<file path="config.mk">
export PLATFORM = sky130hd
export DESIGN_NAME = pid_core
export DESIGN_NICKNAME = d
export VERILOG_FILES = /design/src/rtl/pid_pkg.sv /design/src/rtl/pid_sat.sv /design/src/rtl/pid_core.sv
export SDC_FILE = /design/constraint.sdc
export NUM_CORES = 1
export LEC_CHECK = 0
export ABC_AREA = 1
export CAP_MARGIN = 15
export CORE_ASPECT_RATIO = 0.9
export CORE_MARGIN = 8
export CORE_UTILIZATION = 45
export DETAILED_ROUTE_END_ITERATION = 16
export HOLD_SLACK_MARGIN = 0.03
export SYNTH_ARGS = -nofsm -noshare
export SYNTH_HDL_FRONTEND = slang
export SYNTH_SLANG_ARGS = --single-unit
export TNS_END_PERCENT = 10
</file>
<file path="constraint.sdc">
create_clock -name clk_50m -period 6.6 [get_ports clk_50m]
set_clock_uncertainty 0.1 [all_clocks]
set_input_delay 0.66 -clock clk_50m [delete_from_list [all_inputs] [get_ports clk_50m]]
set_output_delay 0.66 -clock clk_50m [all_outputs]
set_load 0.02 [all_outputs]
</file>
<file path="src/rtl/pid_pkg.sv">
// pid_pkg: shared definitions for the PID compute stage.
// Holds the FSM state encoding, default widths and accumulator width rule.
package pid_pkg;

   localparam int ERR_W = 16;
   localparam int OUT_W = 16;
   localparam int INT_W = 24;

   // 6-bit unsigned gain (7 bits signed) times INT_W+1 operand, plus
   // headroom for summing three terms.
   function automatic int acc_width(input int iw);
      return iw + 9;
   endfunction

   localparam int ACC_W = acc_width(INT_W);

   typedef enum logic [2:0] {
      IDLE,
      TERM_P,
      TERM_I,
      TERM_D,
      OUT
   } state_t;

endpackage

</file>
<file path="src/rtl/pid_sat.sv">
// pid_sat: signed saturating clamp from IN_W to OUT_W bits.
// Ports: din (IN_W signed), dout (OUT_W signed), clamped (limit hit).
module pid_sat #(
   parameter int IN_W   = 25,
   parameter int OUT_W  = 24,
   parameter int LIM_HI = 1048575,
   parameter int LIM_LO = -1048575
) (
   input  logic signed [IN_W-1:0]  din,
   output logic signed [OUT_W-1:0] dout,
   output logic                    clamped
);

   localparam logic signed [IN_W-1:0] HI = IN_W'(LIM_HI);
   localparam logic signed [IN_W-1:0] LO = IN_W'(LIM_LO);

   always_comb begin
      dout    = din[OUT_W-1:0];
      clamped = 1'b0;
      if (din > HI) begin
         dout    = HI[OUT_W-1:0];
         clamped = 1'b1;
      end else if (din < LO) begin
         dout    = LO[OUT_W-1:0];
         clamped = 1'b1;
      end
   end

endmodule

</file>
<file path="src/rtl/pid_core.sv">
// pid_core: fixed-point PID stage, one shared multiplier over a 5-state FSM.
// Ports: clk_50m, rst_n, KP/KI/KD gains, sample_valid/error/integ_clr in;
//        ready, out_valid, ctrl_out, sat, overrun out.
module pid_core #(
   parameter int ERR_W = pid_pkg::ERR_W,
   parameter int OUT_W = pid_pkg::OUT_W,
   parameter int INT_W = pid_pkg::INT_W,
   parameter int I_LIM = 1048575,
   parameter int SHIFT = 4
) (
   input  logic                    clk_50m,
   input  logic                    rst_n,
   input  logic [5:0]              KP,
   input  logic [5:0]              KI,
   input  logic [5:0]              KD,
   input  logic                    sample_valid,
   input  logic signed [ERR_W-1:0] error,
   input  logic                    integ_clr,
   output logic                    ready,
   output logic                    out_valid,
   output logic signed [OUT_W-1:0] ctrl_out,
   output logic                    sat,
   output logic                    overrun
);

   import pid_pkg::*;

   localparam int ACC_W = acc_width(INT_W);

   state_t state, state_nx;

   logic accept;
   logic [5:0] g_kp, g_ki, g_kd;
   logic signed [ERR_W-1:0] e_lat, e_prev, p_base;
   logic signed [INT_W-1:0] integ, i_op, i_base, i_next;
   logic signed [INT_W:0] i_sum;
   logic i_clamped_unused;
   logic signed [ERR_W:0] deriv;
   logic signed [ACC_W-1:0] acc, acc_sh;
   logic signed [6:0] m_a;
   logic signed [INT_W:0] m_b;
   logic signed [INT_W+7:0] prod;
   logic signed [OUT_W-1:0] o_next;
   logic o_clamped;

   assign accept = sample_valid && ready;

   // A clear in the accept cycle takes effect before the new sample.
   assign i_base = integ_clr ? '0 : integ;
   assign p_base = integ_clr ? '0 : e_prev;
   assign i_sum  = (INT_W+1)'(i_base) + (INT_W+1)'(error);

   pid_sat #(
      .IN_W   (INT_W + 1),
      .OUT_W  (INT_W),
      .LIM_HI (I_LIM),
      .LIM_LO (-I_LIM)
   ) u_isat (
      .din     (i_sum),
      .dout    (i_next),
      .clamped (i_clamped_unused)
   );

   assign acc_sh = acc >>> SHIFT;

   pid_sat #(
      .IN_W   (ACC_W),
      .OUT_W  (OUT_W),
      .LIM_HI (2**(OUT_W-1) - 1),
      .LIM_LO (-(2**(OUT_W-1)))
   ) u_osat (
      .din     (acc_sh),
      .dout    (o_next),
      .clamped (o_clamped)
   );

   always_comb begin
      m_a = '0;
      m_b = '0;
      unique case (1'b1)
         (state == TERM_P): begin
            m_a = {1'b0, g_kp};
            m_b = (INT_W+1)'(e_lat);
         end
         (state == TERM_I): begin
            m_a = {1'b0, g_ki};
            m_b = (INT_W+1)'(i_op);
         end
         (state == TERM_D): begin
            m_a = {1'b0, g_kd};
            m_b = (INT_W+1)'(deriv);
         end
         default: ;
      endcase
   end

   assign prod = m_a * m_b;

   always_ff @(posedge clk_50m or negedge rst_n) begin
      if (!rst_n) state <= IDLE;
      else        state <= state_nx;
   end

   always_comb begin
      state_nx = state;
      unique case (state)
         IDLE:    if (accept) state_nx = TERM_P;
         TERM_P:  state_nx = TERM_I;
         TERM_I:  state_nx = TERM_D;
         TERM_D:  state_nx = OUT;
         OUT:     state_nx = IDLE;
         default: state_nx = IDLE;
      endcase
   end

   always_comb begin
      ready = (state == IDLE);
   end

   // i_op snapshots the updated integrator so a later clear cannot
   // disturb the sample already in flight.
   always_ff @(posedge clk_50m or negedge rst_n) begin
      if (!rst_n) begin
         g_kp   <= '0;
         g_ki   <= '0;
         g_kd   <= '0;
         e_lat  <= '0;
         e_prev <= '0;
         integ  <= '0;
         i_op   <= '0;
         deriv  <= '0;
      end else if (accept) begin
         g_kp   <= KP;
         g_ki   <= KI;
         g_kd   <= KD;
         e_lat  <= error;
         e_prev <= error;
         integ  <= i_next;
         i_op   <= i_next;
         deriv  <= (ERR_W+1)'(error) - (ERR_W+1)'(p_base);
      end else if (integ_clr) begin
         e_prev <= '0;
         integ  <= '0;
      end
   end

   always_ff @(posedge clk_50m or negedge rst_n) begin
      if (!rst_n) begin
         acc       <= '0;
         ctrl_out  <= '0;
         sat       <= 1'b0;
         out_valid <= 1'b0;
         overrun   <= 1'b0;
      end else begin
         out_valid <= (state == OUT);
         overrun   <= sample_valid && !ready;
         unique case (state)
            TERM_P: acc <= ACC_W'(prod);
            TERM_I: acc <= acc + ACC_W'(prod);
            TERM_D: acc <= acc + ACC_W'(prod);
            OUT: begin
               ctrl_out <= o_next;
               sat      <= o_clamped;
            end
            default: ;
         endcase
      end
   end

endmodule
</file>
==> impl_metrics.env <==
export IMPL_status="finished with violations"
export IMPL_violations="setup timing"
export IMPL_grt_pass1_vias=16700
export IMPL_dr_pass1_iters=6
export IMPL_area_delta_synth_final_pct=35.0
export IMPL_clk_latency_ns=0.47
export IMPL_track_usage=0.229
export IMPL_cpPeakStageDelay_ns=0.54
export IMPL_wl_um=53400
export IMPL_die_h_um=202
export IMPL_drt_iter0_drc=1376
export IMPL_yosysSeqAreaShare=0.245
export IMPL_core_um2=38200
export IMPL_synth_compound_area_frac=0.114
export IMPL_finalNonFillerCells=3440
export IMPL_max_slew_margin=0.250
export IMPL_synth_seq_cells=170
export IMPL_numPortBuffers=57
export IMPL_worstPathArrival_ns=7.03
export IMPL_die_w_um=223
export IMPL_hpwl_um=40700
export IMPL_finalCriticalPeriod_ns=6.78
export IMPL_grt_overflow=0
export IMPL_synth_fa_ha_area_frac=0.219
export IMPL_route_antenna_remaining_nets=0
export IMPL_avgSynthCellArea_um2=6.82
export IMPL_cts_path_max_buffers=2
export IMPL_start_util=0.455
export IMPL_fmax_ghz=0.147
export IMPL_rsz0062_at_grt="yes"
export IMPL_final_nets=3218
export IMPL_final_cell_area_um2=23400
export IMPL_synthArstFlopShare=1.00
export IMPL_yosys_area_share_simple=0.282
export IMPL_io_pins=58
export IMPL_yosys_area_top_type="dfrtp_1"
export IMPL_finalHoldViolations=0
export IMPL_n_antenna_cell=0
export IMPL_hold_ws_ns=0.388
export IMPL_yosys_warnings=0
export IMPL_synth_top_area_frac=0.245
export IMPL_place_ws_ns=-0.677
export IMPL_start_kind="register"
export IMPL_synth_common_cells="nand2_1, inv_1, nor2_1"
export IMPL_clk_pin_slew_worst_paths_ns=0.08
export IMPL_synth_nets=2825
export IMPL_cts_tree="built"
export IMPL_rows=68
export IMPL_cts_buffers=17
export IMPL_worst_ep_required_time_ns=6.85
export IMPL_place_inst=3324
export IMPL_drc=0
export IMPL_critPathKind="register to register"
export IMPL_dieArea_um2=45100
export IMPL_grt_pass1_wl_um=84600
export IMPL_syn_inst=2546
export IMPL_gp_congestion=0.909
export IMPL_drive_gt1_frac=0.244
export IMPL_synth_top_family_by_area="simple AND/OR/NAND/NOR gates"
export IMPL_synth_area_um2=17400
export IMPL_root_buffer="clkbuf_16"
export IMPL_wire_per_inst_um=15.5
export IMPL_synth_mux_area_frac=0
export IMPL_vias=17400
export IMPL_synth_xor_xnor_area_share=0.0225
export IMPL_placed_area_um2=20500
export IMPL_via_per_inst=5.06
export IMPL_yosysMostFrequentCell="nand2_1"
export IMPL_synth_edf_count=0
export IMPL_grt_max_degree=63
export IMPL_drv_cap=0
export IMPL_cts_max_level=4
export IMPL_antenna_found_initial=0
export IMPL_report_final_slew_viol_count=0
export IMPL_clock_sinks=170
export IMPL_crit_fanout=6
export IMPL_critPathSlowestCell="fa_1"
export IMPL_synth_top_flop_cell="dfrtp_1"
export IMPL_worst_hold_path_type="register to register"
export IMPL_worst_pin_slew_ns=1.12
export IMPL_setup_slack_ns=-0.182
export IMPL_setup_viol=10
export IMPL_synth_distinct_cells=49
export IMPL_synth_area_top_cells="dfrtp_1, nand2_1, fa_1"
export IMPL_fin_crit_sh=1.03
export IMPL_cp_common_cell="inv_2"
export IMPL_crit_path_end_kind="register"
## critical path: cells and delay by family (launching register included)
kind            cells  cell delay, ns
simple gates       14            1.43
fa+ha+maj           6            2.58
flops               1            0.40
compound gates      5            0.64
buf+inv            14            1.33
xor+xnor            1            0.22
## repair_timing
item                                   4_1_cts  5_1_grt
setup endpoints to repair                   21       24
hold buffers                                 1        0
pin swaps                                   38      161
buffers inserted                            35       46
endpoints found under the hold margin       24        0
gates cloned                                 1        4
gates resized for setup                    101      291
## state kept, by name, indices dropped and copies added, names as in the netlist
register   flops
e_lat         16
acc           33
sat            1
ctrl_out      16
out_valid      1
g_ki           6
integ         24
e_prev        16
deriv         17
state          3
g_kd           6
i_op          24
g_kp           6
overrun        1
## layout by cell type, fill, tap and decap left out, drive strengths merged, types with 6 or more instances in the layout
cell	n
ha	137
nand2	871
clkbuf	24
xnor2	18
clkdlybuf4s50	56
o21bai	8
nand4	22
a31oi	18
or2	11
nand3	97
nor3	22
inv	466
dfrtp	170
o211ai	24
nor2	178
fa	104
a21o	7
o21ai	127
xor2	25
a21oi	144
buf	373
clkinv	6
## path summary, 6_finish.rpt
path                            depth (start not counted)  slack (ns)      from  endpoint
worst max-delay path                                   40       -0.18  state[2]   acc[28]
worst min-delay path                                    2        0.39  i_op[13]  i_op[13]
worst max register to register                         40       -0.18  state[2]   acc[28]
worst min register to register                          2        0.39  i_op[13]  i_op[13]
max in group asynchronous                               3        4.57     rst_n   acc[22]
min in group asynchronous                               2        0.61     rst_n  integ[1]
## cell families (layout without fill, tap and decap cells)
| group | Yosys count | in the layout |
|---|---|---|
| adders and majority gates | 241 | 241 |
| xor gates and xnor gates | 43 | 43 |
| AOI/OAI and AO/OA | 352 | 352 |
| and+or+nand+nor | 1213 | 1213 |
| buffers and inverters | 527 | 931 |
| DFF | 170 | 170 |
## stage by stage
stage | setup TNS (ns) | util
4_1_cts | -1.79 | 0.570
2_1_floorplan | 0 | -
3_5_place_dp | -8.84 | 0.538
6_report | -0.999 | 0.614
3_3_place_gp | -6.32 | 0.538
5_1_grt | -5.52 | 0.614
## routing by layer
layer / vias up / part of all wire / track usage
met5: - / 0 / 0
met4: 0 / 0.010 / 0.0451
met3: 40 / 0.055 / 0.0301
met2: 438 / 0.42 / 0.335
met1: 8246 / 0.52 / 0.355
li1: 8694 / - / -
## layout make-up
| type | instances | area [um^2] |
|---|---|---|
| Clock buffer | 20 | 457 |
| Clock inverter | 10 | 143 |
| Fill cell | 3503 | 14800 |
| Inverter | 466 | 1760 |
| Multi-Input combinational cell | 1849 | 12600 |
| Sequential cell | 170 | 4260 |
| Tap cell | 490 | 613 |
| Timing Repair Buffer | 434 | 3620 |
| Timing Repair inverter | 1 | 7.51 |
Power is not shown: default switching activity piles up to over one toggle a cycle in this logic, so the estimate is an artifact.
